==> src/rtl/axi_lite_req_arbiter_if.sv <==
// Bundle of requester-side and AXI4-Lite master-side signals for axi_lite_req_arbiter.
// master modport: the arbiter's view (serves requesters, drives the AXI command).
// slave modport: the surrounding environment's view (requesters plus AXI master).
interface axi_lite_req_arbiter_if #(
  parameter int unsigned NUM_REQ = 4
);
  localparam int unsigned DW = 32;

  logic [NUM_REQ-1:0]    req_valid;
  logic [NUM_REQ-1:0]    req_write;
  logic [DW*NUM_REQ-1:0] req_addr;
  logic [DW*NUM_REQ-1:0] req_wdata;
  logic [NUM_REQ-1:0]    req_ready;
  logic [NUM_REQ-1:0]    rsp_valid;
  logic [DW-1:0]         rsp_rdata;
  logic                  busy;
  logic                  AXI_Start;
  logic                  AXI_WriteEn;
  logic [DW-1:0]         AXI_Addr;
  logic [DW-1:0]         AXI_WData;
  logic [DW-1:0]         AXI_RData;
  logic                  AXI_Done;

  modport master (
    input  req_valid, req_write, req_addr, req_wdata, AXI_RData, AXI_Done,
    output req_ready, rsp_valid, rsp_rdata, busy,
           AXI_Start, AXI_WriteEn, AXI_Addr, AXI_WData
  );

  modport slave (
    output req_valid, req_write, req_addr, req_wdata, AXI_RData, AXI_Done,
    input  req_ready, rsp_valid, rsp_rdata, busy,
           AXI_Start, AXI_WriteEn, AXI_Addr, AXI_WData
  );
endinterface

==> src/rtl/axi_lite_req_arbiter.sv <==
// N-requester arbiter in front of a single AXI4-Lite command master.
// One transaction at a time: IDLE -> ISSUE -> WAIT -> RESP -> IDLE.
// Build option: define ARB_FIXED_PRIO_EN for fixed priority (lowest index wins);
// otherwise arbitration is round-robin starting after the last granted requester.
module axi_lite_req_arbiter #(
  parameter int unsigned NUM_REQ = 4
) (
  input  logic                   clk,
  input  logic                   rst,
  axi_lite_req_arbiter_if.master bus
);
  localparam int unsigned DW    = 32;
  localparam int unsigned IDX_W = (NUM_REQ > 1) ? $clog2(NUM_REQ) : 1;

  typedef enum logic [1:0] {
    ST_IDLE  = 2'd0,
    ST_ISSUE = 2'd1,
    ST_WAIT  = 2'd2,
    ST_RESP  = 2'd3
  } state_e;

  state_e             state_q, state_d;
  logic [IDX_W-1:0]   grant_q, grant_d;
  logic               cmd_write_q, cmd_write_d;
  logic [DW-1:0]      cmd_addr_q, cmd_addr_d;
  logic [DW-1:0]      cmd_wdata_q, cmd_wdata_d;
  logic [DW-1:0]      rsp_rdata_q, rsp_rdata_d;
  logic [NUM_REQ-1:0] rsp_valid_q, rsp_valid_d;
  logic               start_q, start_d;
  logic               busy_q, busy_d;
`ifndef ARB_FIXED_PRIO_EN
  logic [IDX_W-1:0]   last_grant_q, last_grant_d;
`endif

  logic               win_found;
  logic [IDX_W-1:0]   win_idx;
  logic [IDX_W-1:0]   cand;
  logic [DW-1:0]      addr_arr  [NUM_REQ];
  logic [DW-1:0]      wdata_arr [NUM_REQ];

  // Unpack per-requester address and write data lanes.
  for (genvar g = 0; g < NUM_REQ; g++) begin : g_unpack
    assign addr_arr[g]  = bus.req_addr[DW*g +: DW];
    assign wdata_arr[g] = bus.req_wdata[DW*g +: DW];
  end

  // Pick the arbitration winner among active requesters.
  always_comb begin
    win_found = 1'b0;
    win_idx   = '0;
    cand      = '0;
`ifdef ARB_FIXED_PRIO_EN
    for (int unsigned k = 0; k < NUM_REQ; k++) begin
      cand = IDX_W'(k);
      if (!win_found && bus.req_valid[cand]) begin
        win_found = 1'b1;
        win_idx   = cand;
      end
    end
`else
    for (int unsigned k = 1; k <= NUM_REQ; k++) begin
      cand = IDX_W'((32'(last_grant_q) + k) % NUM_REQ);
      if (!win_found && bus.req_valid[cand]) begin
        win_found = 1'b1;
        win_idx   = cand;
      end
    end
`endif
  end

  // Accept pulse is same-cycle with the IDLE decision; suppressed while in reset.
  assign bus.req_ready = (!rst && state_q == ST_IDLE && win_found)
                         ? (NUM_REQ'(1) << win_idx) : '0;

  // Next-state, command latch and registered-output computation.
  always_comb begin
    state_d     = state_q;
    grant_d     = grant_q;
    cmd_write_d = cmd_write_q;
    cmd_addr_d  = cmd_addr_q;
    cmd_wdata_d = cmd_wdata_q;
    rsp_rdata_d = rsp_rdata_q;
`ifndef ARB_FIXED_PRIO_EN
    last_grant_d = last_grant_q;
`endif
    case (state_q)
      ST_IDLE: begin
        if (win_found) begin
          grant_d     = win_idx;
          cmd_write_d = bus.req_write[win_idx];
          cmd_addr_d  = addr_arr[win_idx];
          cmd_wdata_d = wdata_arr[win_idx];
`ifndef ARB_FIXED_PRIO_EN
          last_grant_d = win_idx;
`endif
          state_d     = ST_ISSUE;
        end
      end
      ST_ISSUE: state_d = ST_WAIT;
      ST_WAIT: begin
        if (bus.AXI_Done) begin
          rsp_rdata_d = bus.AXI_RData;
          state_d     = ST_RESP;
        end
      end
      ST_RESP: state_d = ST_IDLE;
      default: state_d = ST_IDLE;
    endcase
    start_d     = (state_d == ST_ISSUE);
    busy_d      = (state_d != ST_IDLE);
    rsp_valid_d = (state_d == ST_RESP) ? (NUM_REQ'(1) << grant_d) : '0;
  end

  // State and output registers with synchronous reset.
  always_ff @(posedge clk) begin
    if (rst) begin
      state_q     <= ST_IDLE;
      grant_q     <= '0;
      cmd_write_q <= 1'b0;
      cmd_addr_q  <= '0;
      cmd_wdata_q <= '0;
      rsp_rdata_q <= '0;
      rsp_valid_q <= '0;
      start_q     <= 1'b0;
      busy_q      <= 1'b0;
`ifndef ARB_FIXED_PRIO_EN
      last_grant_q <= IDX_W'(NUM_REQ - 1);
`endif
    end else begin
      state_q     <= state_d;
      grant_q     <= grant_d;
      cmd_write_q <= cmd_write_d;
      cmd_addr_q  <= cmd_addr_d;
      cmd_wdata_q <= cmd_wdata_d;
      rsp_rdata_q <= rsp_rdata_d;
      rsp_valid_q <= rsp_valid_d;
      start_q     <= start_d;
      busy_q      <= busy_d;
`ifndef ARB_FIXED_PRIO_EN
      last_grant_q <= last_grant_d;
`endif
    end
  end

  assign bus.AXI_Start   = start_q;
  assign bus.AXI_WriteEn = cmd_write_q;
  assign bus.AXI_Addr    = cmd_addr_q;
  assign bus.AXI_WData   = cmd_wdata_q;
  assign bus.rsp_valid   = rsp_valid_q;
  assign bus.rsp_rdata   = rsp_rdata_q;
  assign bus.busy        = busy_q;
endmodule

==> src/flat_wrapper.sv <==
// flat-port wrapper written by rule: the top's interface ports become plain ports
module axi_lite_req_arbiter_flat 
#(
  parameter int unsigned NUM_REQ = 4
)
  (clk, rst, bus_req_valid, bus_req_write, bus_req_addr, bus_req_wdata, bus_AXI_RData, bus_AXI_Done, bus_req_ready, bus_rsp_valid, bus_rsp_rdata, bus_busy, bus_AXI_Start, bus_AXI_WriteEn, bus_AXI_Addr, bus_AXI_WData);
  axi_lite_req_arbiter_if #(.NUM_REQ(NUM_REQ)) bus_i ();
  input  logic clk;
  input  logic rst;
  input wire logic [$bits(bus_i.req_valid)-1:0] bus_req_valid;
  input wire logic [$bits(bus_i.req_write)-1:0] bus_req_write;
  input wire logic [$bits(bus_i.req_addr)-1:0] bus_req_addr;
  input wire logic [$bits(bus_i.req_wdata)-1:0] bus_req_wdata;
  input wire logic [$bits(bus_i.AXI_RData)-1:0] bus_AXI_RData;
  input wire logic [$bits(bus_i.AXI_Done)-1:0] bus_AXI_Done;
  output wire logic [$bits(bus_i.req_ready)-1:0] bus_req_ready;
  output wire logic [$bits(bus_i.rsp_valid)-1:0] bus_rsp_valid;
  output wire logic [$bits(bus_i.rsp_rdata)-1:0] bus_rsp_rdata;
  output wire logic [$bits(bus_i.busy)-1:0] bus_busy;
  output wire logic [$bits(bus_i.AXI_Start)-1:0] bus_AXI_Start;
  output wire logic [$bits(bus_i.AXI_WriteEn)-1:0] bus_AXI_WriteEn;
  output wire logic [$bits(bus_i.AXI_Addr)-1:0] bus_AXI_Addr;
  output wire logic [$bits(bus_i.AXI_WData)-1:0] bus_AXI_WData;
  assign bus_i.req_valid = bus_req_valid;
  assign bus_i.req_write = bus_req_write;
  assign bus_i.req_addr = bus_req_addr;
  assign bus_i.req_wdata = bus_req_wdata;
  assign bus_i.AXI_RData = bus_AXI_RData;
  assign bus_i.AXI_Done = bus_AXI_Done;
  assign bus_req_ready = bus_i.req_ready;
  assign bus_rsp_valid = bus_i.rsp_valid;
  assign bus_rsp_rdata = bus_i.rsp_rdata;
  assign bus_busy = bus_i.busy;
  assign bus_AXI_Start = bus_i.AXI_Start;
  assign bus_AXI_WriteEn = bus_i.AXI_WriteEn;
  assign bus_AXI_Addr = bus_i.AXI_Addr;
  assign bus_AXI_WData = bus_i.AXI_WData;
  axi_lite_req_arbiter #(.NUM_REQ(NUM_REQ)) u_core (.clk(clk), .rst(rst), .bus(bus_i));
endmodule
==> config.mk <==
export PLATFORM = sky130hd
export DESIGN_NAME = axi_lite_req_arbiter_flat
export DESIGN_NICKNAME = d
export VERILOG_FILES = /design/src/rtl/axi_lite_req_arbiter_if.sv /design/src/rtl/axi_lite_req_arbiter.sv /design/src/flat_wrapper.sv
export SDC_FILE = /design/constraint.sdc
export NUM_CORES = 1
export LEC_CHECK = 0
export BUFFER_PORTS_ARGS = -buffer_cell sky130_fd_sc_hd__buf_2
export CORE_AREA = 2 2 156 158
export DETAILED_ROUTE_END_ITERATION = 8
export DIE_AREA = 0 0 158 160
export GPL_ROUTABILITY_DRIVEN = 0
export REMOVE_ABC_BUFFERS = 1
export SLEW_MARGIN = 10
export SYNTH_ARGS = -nofsm -noshare
export SYNTH_HDL_FRONTEND = slang
export SYNTH_SLANG_ARGS = --single-unit
==> constraint.sdc <==
create_clock -name clk -period 3.3 [get_ports clk]
set_clock_uncertainty 0.05 [all_clocks]
set_input_delay 0.66 -clock clk [delete_from_list [all_inputs] [get_ports clk]]
set_output_delay 0.66 -clock clk [all_outputs]
set_load 0.05 [all_outputs]
== Word-level counts from Yosys, hierarchy flattened ==
Cells that the tools add are included.

* $add $sub $neg: 4
* Order comparisons: 6
* Equality and inequality tests: 5
* Shift-type cells: 2
* Muxes and demuxes: 30
* Bitwise gates (word level): 2
* Reduce and logical (&&, ||, !) cells: 14

{| class="wikitable"
|+ Operators by type and width
! operator !! number
|-
| $bmux 32 s2 || 2
|-
| $mux 32 || 4
|-
| $mux 2 || 8
|-
| $lt 2x3->1 const B || 5
|-
| $bmux 1 s2 || 5
|-
| $mux 1 || 9
|-
| $pmux 2 s4 || 1
|-
| $shl 1x2->4 const A || 2
|-
| $eq 2x2->1 const B || 3
|-
| $logic_and 1x1->1 || 5
|-
| $add 2x1->2 const B || 2
|-
| $add 2x2->2 const B || 2
|-
| $eq 2x1->1 const B || 2
|-
| $logic_not 1->1 || 4
|-
| $mux 4 || 1
|-
| $reduce_and 2->1 || 2
|-
| $ge 3x3->1 const B || 1
|-
| $not 2->3 || 1
|-
| $logic_not 2->1 || 1
|-
| $reduce_bool 2->1 || 1
|-
| $reduce_or 2->1 || 1
|-
| $not 1->1 || 1
|}

* Register bits after elaboration: 109
* Input bits: 299
* Output and inout bits: 107

== Longest topological paths before layout ==
* Word-level depth: 18
* Depth in mapped cells: 8
* Depth with buffers taken out: 7

== Worst setup path before layout ==
OpenSTA, ideal clock, no wires.

* Path type: input to output
* Start: in bus_req_valid[2]
* End: out bus_req_ready[1]
* Arrival: 2.819 ns
* Data required time: 2.590 ns
* Slack: -0.229 ns
* Stages on the path: 6
* Buffers on the path: 3
* Path through: buf_2 > or4_4 > nand2_2 > buf_6 > buf_6 > nor4_1

* Longest elaborated chain between the ends: 14
* Elaborated cells on any way between the ends: 25
* Classes of those cells: shift (1); mux (17); reduce/logical (7)

{| class="wikitable"
|+ RTL lines
! element !! line !! source
|-
| start: declaration || flat_wrapper.sv:10 || <nowiki>input wire logic [$bits(bus_i.req_valid)-1:0] bus_req_valid;</nowiki>
|-
| $bmux 1 s2 || axi_lite_req_arbiter.sv:63 || <nowiki>if (!win_found && bus.req_valid[cand]) begin</nowiki>
|-
| $mux 1 (not written as such) || axi_lite_req_arbiter.sv:63 ||
|-
| $mux 1 || axi_lite_req_arbiter.sv:63 ||
|-
| $logic_not 1->1 || axi_lite_req_arbiter.sv:63 ||
|-
| $logic_and 1x1->1 || axi_lite_req_arbiter.sv:63 ||
|-
| $mux 1 || axi_lite_req_arbiter.sv:63 ||
|-
| $logic_not 1->1 || axi_lite_req_arbiter.sv:63 ||
|-
| $logic_and 1x1->1 || axi_lite_req_arbiter.sv:63 ||
|-
| $mux 1 || axi_lite_req_arbiter.sv:63 ||
|-
| $logic_not 1->1 || axi_lite_req_arbiter.sv:63 ||
|-
| $logic_and 1x1->1 || axi_lite_req_arbiter.sv:63 ||
|-
| $mux 2 / $mux 1 (equally long branches) || axi_lite_req_arbiter.sv:63 ||
|-
| $shl 1x2->4 / $logic_and 1x1->1 (equally long branches) || axi_lite_req_arbiter.sv:73, axi_lite_req_arbiter.sv:72 ||
|-
| $mux 4 * || axi_lite_req_arbiter.sv:73 || <nowiki>? (NUM_REQ'(1) << win_idx) : '0;</nowiki>
|-
| end: declaration || flat_wrapper.sv:16 || <nowiki>output wire logic [$bits(bus_i.req_ready)-1:0] bus_req_ready;</nowiki>
|}

Every way passes the cells marked *; elsewhere a longest branch is shown, timed or not. The select of a mux whose other input is x is not followed.

== Final worst setup path ==
* Start: reg u_core.state_q[0]
* End: out bus_req_ready[2]

* Longest elaborated chain between the ends: 4

{| class="wikitable"
|+ RTL lines
! element !! line !! source
|-
| start: declaration || axi_lite_req_arbiter.sv:22 || <nowiki>state_e state_q, state_d;</nowiki>
|-
| start signal: assignment || axi_lite_req_arbiter.sv:130 || <nowiki>state_q <= state_d;</nowiki>
|-
| $logic_not 2->1 || axi_lite_req_arbiter.sv:72 || <nowiki>assign bus.req_ready = (!rst && state_q == ST_IDLE && win_found)</nowiki>
|-
| $logic_and 1x1->1 (2 in series) || axi_lite_req_arbiter.sv:72 ||
|-
| $mux 4 || axi_lite_req_arbiter.sv:73 ||
|}

Every way passes these cells.

==> metrics.csv <==
stage;metric;value;unit
sta;final worst path period share;87.0;%
run_status;status;complete, no violations;
power;Net Sw Frac;53.4;%
clock_tree;CTS tree;yes;
die;# IOs;406;
sta;Slew headroom;25.0;%
clock_tree;# clock sinks;109;
synthesis;multiplexer share of the synthesized area;12.0;%
placed_design;pre-CTS WS;444;ps
setup_path;crit path DAT;2160;ps
synthesis;Top FF cell, synth;dfxtp_1;
clock_tree;Worst-path clk slew;90;ps
global_route;largest net degree at the start of global routing;69;
die;width of the die;158;um
sta;RSZ-0062 raised after global routing;no;
synthesis;FF+latch count, synth;109;
clock_tree;CTS Hold Buffers Added;0;
final_layout;# fillers;2528;
setup_path;CP required;2590;ps
route;routed vias/inst;4.81;
clock_tree;Post-CTS Setup Inserts;0;
route;Vias;6536;
synthesis;ys async rst share;0;%
sta;Max Slew Vio Count;0;
final_layout;Area Overhead vs Synth;38.5;%
placed_design;IO buf count;405;
setup_path;slowest stage cell, crit path;buf_2;
die;DIE AREA;25300;um^2
setup_path;R2R Setup Slk;1020;ps
sta;final worst slack;430;ps
setup_path;kind of cell adding the most delay to the critical path;buffers and inverters;
synthesis;top cell type by total area after synthesis;dfxtp_1;
global_route;antenna violations before repair;4;
route;Pre-antenna DRT Iters;4;
clock_tree;CTS Buf Count;9;
placed_design;post-DP HPWL;18000;um
synthesis;adder-cell area share of the yosys netlist;0.592;%
setup_path;crit path to;bus_req_ready[2];
power;clock network power share;12.2;%
final_layout;fin nets;1331;
power;Cell Int Power;4.24;mW
route;aggregate routed wire length;24000;um
synthesis;Seq/Total Area, Yosys;34.4;%
power;sequential fraction of design power;23.5;%
synthesis;library cells used by synthesis;45;
route;antenna-violating nets left;0;
sta;setup tns final;0;ps
sta;final setup violation count;0;
global_route;GRT Total Usage;18.3;%
setup_path;RR Endpoint;u_core.bus.AXI_Addr[26]$_SDFFE_PP0P_;
die;Die Span Y;160;um
setup_path;Max FO, Critical Path;16;
synthesis;xor/xnor share of the synthesized area;0;%
die;row count;57;
route;Initial DRC Count;280;
clock_tree;H-tree levels;3;
setup_path;CP max stage delay;350;ps
synthesis;share of the synthesized area in the top cell type;34.4;%
setup_path;kind of critical path;reg2out;
synthesis;Cells after Synth;666;
setup_path;source of the critical timing path;u_core.state_q[0]$_SDFF_PP0_;
synthesis;Mapped Area;6340;um^2
synthesis;compound-gate portion of the synthesized area;32.1;%
setup_path;Critical Path, Cell by Cell;inv_1 -> ha_1 -> nand2_4 -> buf_4 -> nor3b_1 -> buf_2;
sta;Least-Margin Pin Slew;1120;ps
final_layout;share of layout cells above drive strength 1;56.7;%
power;Leak;4.05;nW
sta;Hold WS;407;ps
clock_tree;post-CTS sizing;0;
global_route;first-pass GRT wire length;35900;um
synthesis;EDFF count, synth;0;
setup_path;FF-to-FF Start;u_core.last_grant_q[0]$_SDFFE_PP1P_;
clock_tree;Clock Tree Buf Depth;2;
power;P_sw;4.85;mW
clock_tree;Root Buffer;clkbuf_16;
setup_path;Worst R2R Path Depth;5;
clock_tree;clock latency on the worst-skew pair;350;ps
setup_path;Critical path buffers and inverters;3;
power;Comb pwr share;64.3;%
run;Max-Cap Viols;0;
die;initial core utilization;26.6;%
power;cell area power density;1030;nW/um^2
route;residual DRC count;0;
worst_hold_path;HP Class;reg2reg;
power;Peak VDD IR;478;uV
power;total power;9.09;mW
die;Core ar.;23800;um^2
sta;Highest Clock Rate;0.348;GHz
global_route;GRT overflow;0;
route;DR WL/cell;17.6;um
setup_path;startpoint types;register;
synthesis;main area contributors after synthesis;dfxtp_1 (34%), a211oi_2 (10%), nand2_1 (6.7%);
synthesis;Avg Cell Area, Syn;9.52;um^2
synthesis;Syn. warnings;0;
synthesis;post-synthesis simple-gate area fraction;13.5;%
setup_path;WP depth;6;
sta;min Tclk post-route;2870;ps
sta;Final Hold Viols;0;
setup_path;CP endpoint kind;output port;
global_route;vias in the first global route;6673;
synthesis;largest family of logic cells by synthesized area;compound AO/OA/AOI/OAI gates;
[registers in the layout (all words and copies together), names as in the netlist]
register                cells
u_core.bus.AXI_Addr        32
u_core.bus.AXI_WData       32
u_core.bus.rsp_rdata       32
u_core.bus.rsp_valid        4
u_core.grant_q              2
u_core.last_grant_q         2
u_core.state_q              2
u_core.bus.AXI_Start        1
u_core.bus.AXI_WriteEn      1
u_core.bus.busy             1
[per-layer routing]
| metal | part of all wire, % | routed length, um | global-route usage (%) | up-vias |
|---|---|---|---|---|
| met5 | 0.11 | 27 | 0 | - |
| met4 | 1.9 | 460 | 5.36 | 4 |
| met3 | 8.8 | 2120 | 5.40 | 34 |
| met2 | 49 | 11900 | 32.9 | 306 |
| met1 | 40 | 9510 | 20.6 | 3044 |
| li1 | - | - | - | 3148 |
[placed cells by master (no fill, tap or decap), types with 2 or more instances in the layout]
| master | netlist | routed |
|---|---|---|
| mux2_4 | 15 | 15 |
| nor3_1 | 6 | 6 |
| diode_2 | 0 | 2 |
| dfxtp_1 | 109 | 109 |
| a211oi_1 | 15 | 15 |
| clkbuf_16 | 0 | 9 |
| o21ai_0 | 2 | 2 |
| nor3b_1 | 3 | 3 |
| nand2_1 | 113 | 113 |
| nor2_1 | 74 | 73 |
| a221oi_2 | 20 | 20 |
| inv_1 | 6 | 6 |
| ha_1 | 3 | 3 |
| a2bb2oi_2 | 24 | 24 |
| buf_4 | 4 | 14 |
| mux2_2 | 26 | 26 |
| mux2i_1 | 24 | 24 |
| a21oi_1 | 60 | 60 |
| a211oi_2 | 52 | 52 |
| buf_2 | 22 | 404 |
| a221oi_1 | 22 | 22 |
| nand2b_1 | 2 | 2 |
| inv_6 | 0 | 4 |
| buf_12 | 1 | 2 |
[stage by stage]
| stage | cell area (um^2) | instances | util (%) |
|---|---|---|---|
| finish | 8780 | 1360 | 36.9 |
| global route | 8780 | 1360 | 36.9 |
| CTS | 8770 | 1358 | 36.8 |
| detailed placement | 8480 | 1342 | 35.6 |
| global placement | 8480 | 1342 | 35.6 |
| floorplan | 5890 | 598 | - |
[power groups by stage]
stage          logic [mW]  registers, mW  clock network, mW
2_1_floorplan        2.66           3.78                  0
3_3_place_gp         5.83           2.14                  0
3_5_place_dp         5.88           2.16                  0
4_1_cts              5.88           2.13               1.15
5_1_grt              6.25           2.19               1.20
6_report             5.84           2.13               1.11
[synthesized netlist by cell type, types with 2 or more instances]
cell type    n
nand2_1    113
dfxtp_1    109
nor2_1      74
a21oi_1     60
a211oi_2    52
mux2_2      26
clkbuf_1    25
a2bb2oi_2   24
mux2i_1     24
a221oi_1    22
buf_2       22
a221oi_2    20
a211oi_1    15
mux2_4      15
buf_6       11
inv_1        6
nor3_1       6
buf_8        5
buf_4        4
ha_1         3
nor3b_1      3
nand2b_1     2
nor2b_1      2
o21ai_0      2
[worst min-delay path by stage]
| stage | slack [ps] | cells past startpoint | startpoint | endpoint |
|---|---|---|---|---|
| floorplan | 430 | 2 | u_core.grant_q[1]$_SDFF_PP0_ | u_core.grant_q[1]$_SDFF_PP0_ |
| global placement | 390 | 2 | u_core.bus.rsp_rdata[27]$_SDFFE_PP0P_ | u_core.bus.rsp_rdata[27]$_SDFFE_PP0P_ |
| detailed placement | 400 | 2 | u_core.bus.rsp_rdata[17]$_SDFFE_PP0P_ | u_core.bus.rsp_rdata[17]$_SDFFE_PP0P_ |
| CTS | 410 | 2 | u_core.bus.rsp_rdata[30]$_SDFFE_PP0P_ | u_core.bus.rsp_rdata[30]$_SDFFE_PP0P_ |
| global route | 430 | 2 | u_core.bus.rsp_rdata[30]$_SDFFE_PP0P_ | u_core.bus.rsp_rdata[30]$_SDFFE_PP0P_ |
| finish | 410 | 2 | u_core.bus.rsp_rdata[30]$_SDFFE_PP0P_ | u_core.bus.rsp_rdata[30]$_SDFFE_PP0P_ |
[tightest hold or removal path, cell delays in order (launching register included)]
cell and delay [ps]:
dfxtp_1 320, nand2_1 50, a21oi_1 50
[logic make-up after synthesis]
family	Yosys count
AO/OA/AOI/OAI	206
adder cells (fa/ha/maj)	3
buffers and inverters	74
flip-flops	109
multiplexers	65
AND/OR/NAND/NOR	209
[area by class of cell]
cell class	count	area [um^2]	share of cell area (%)
multi-input cells	483	3700	42.2
flip-flops and latches	109	2180	24.9
repair buffers	420	2170	24.7
well taps	324	405	4.62
clock buffers	10	229	2.61
clock inverters	6	62.6	0.713
inverters	6	22.5	0.257
diodes	2	5.00	0.0570
Power figures use the tool's default switching activity.
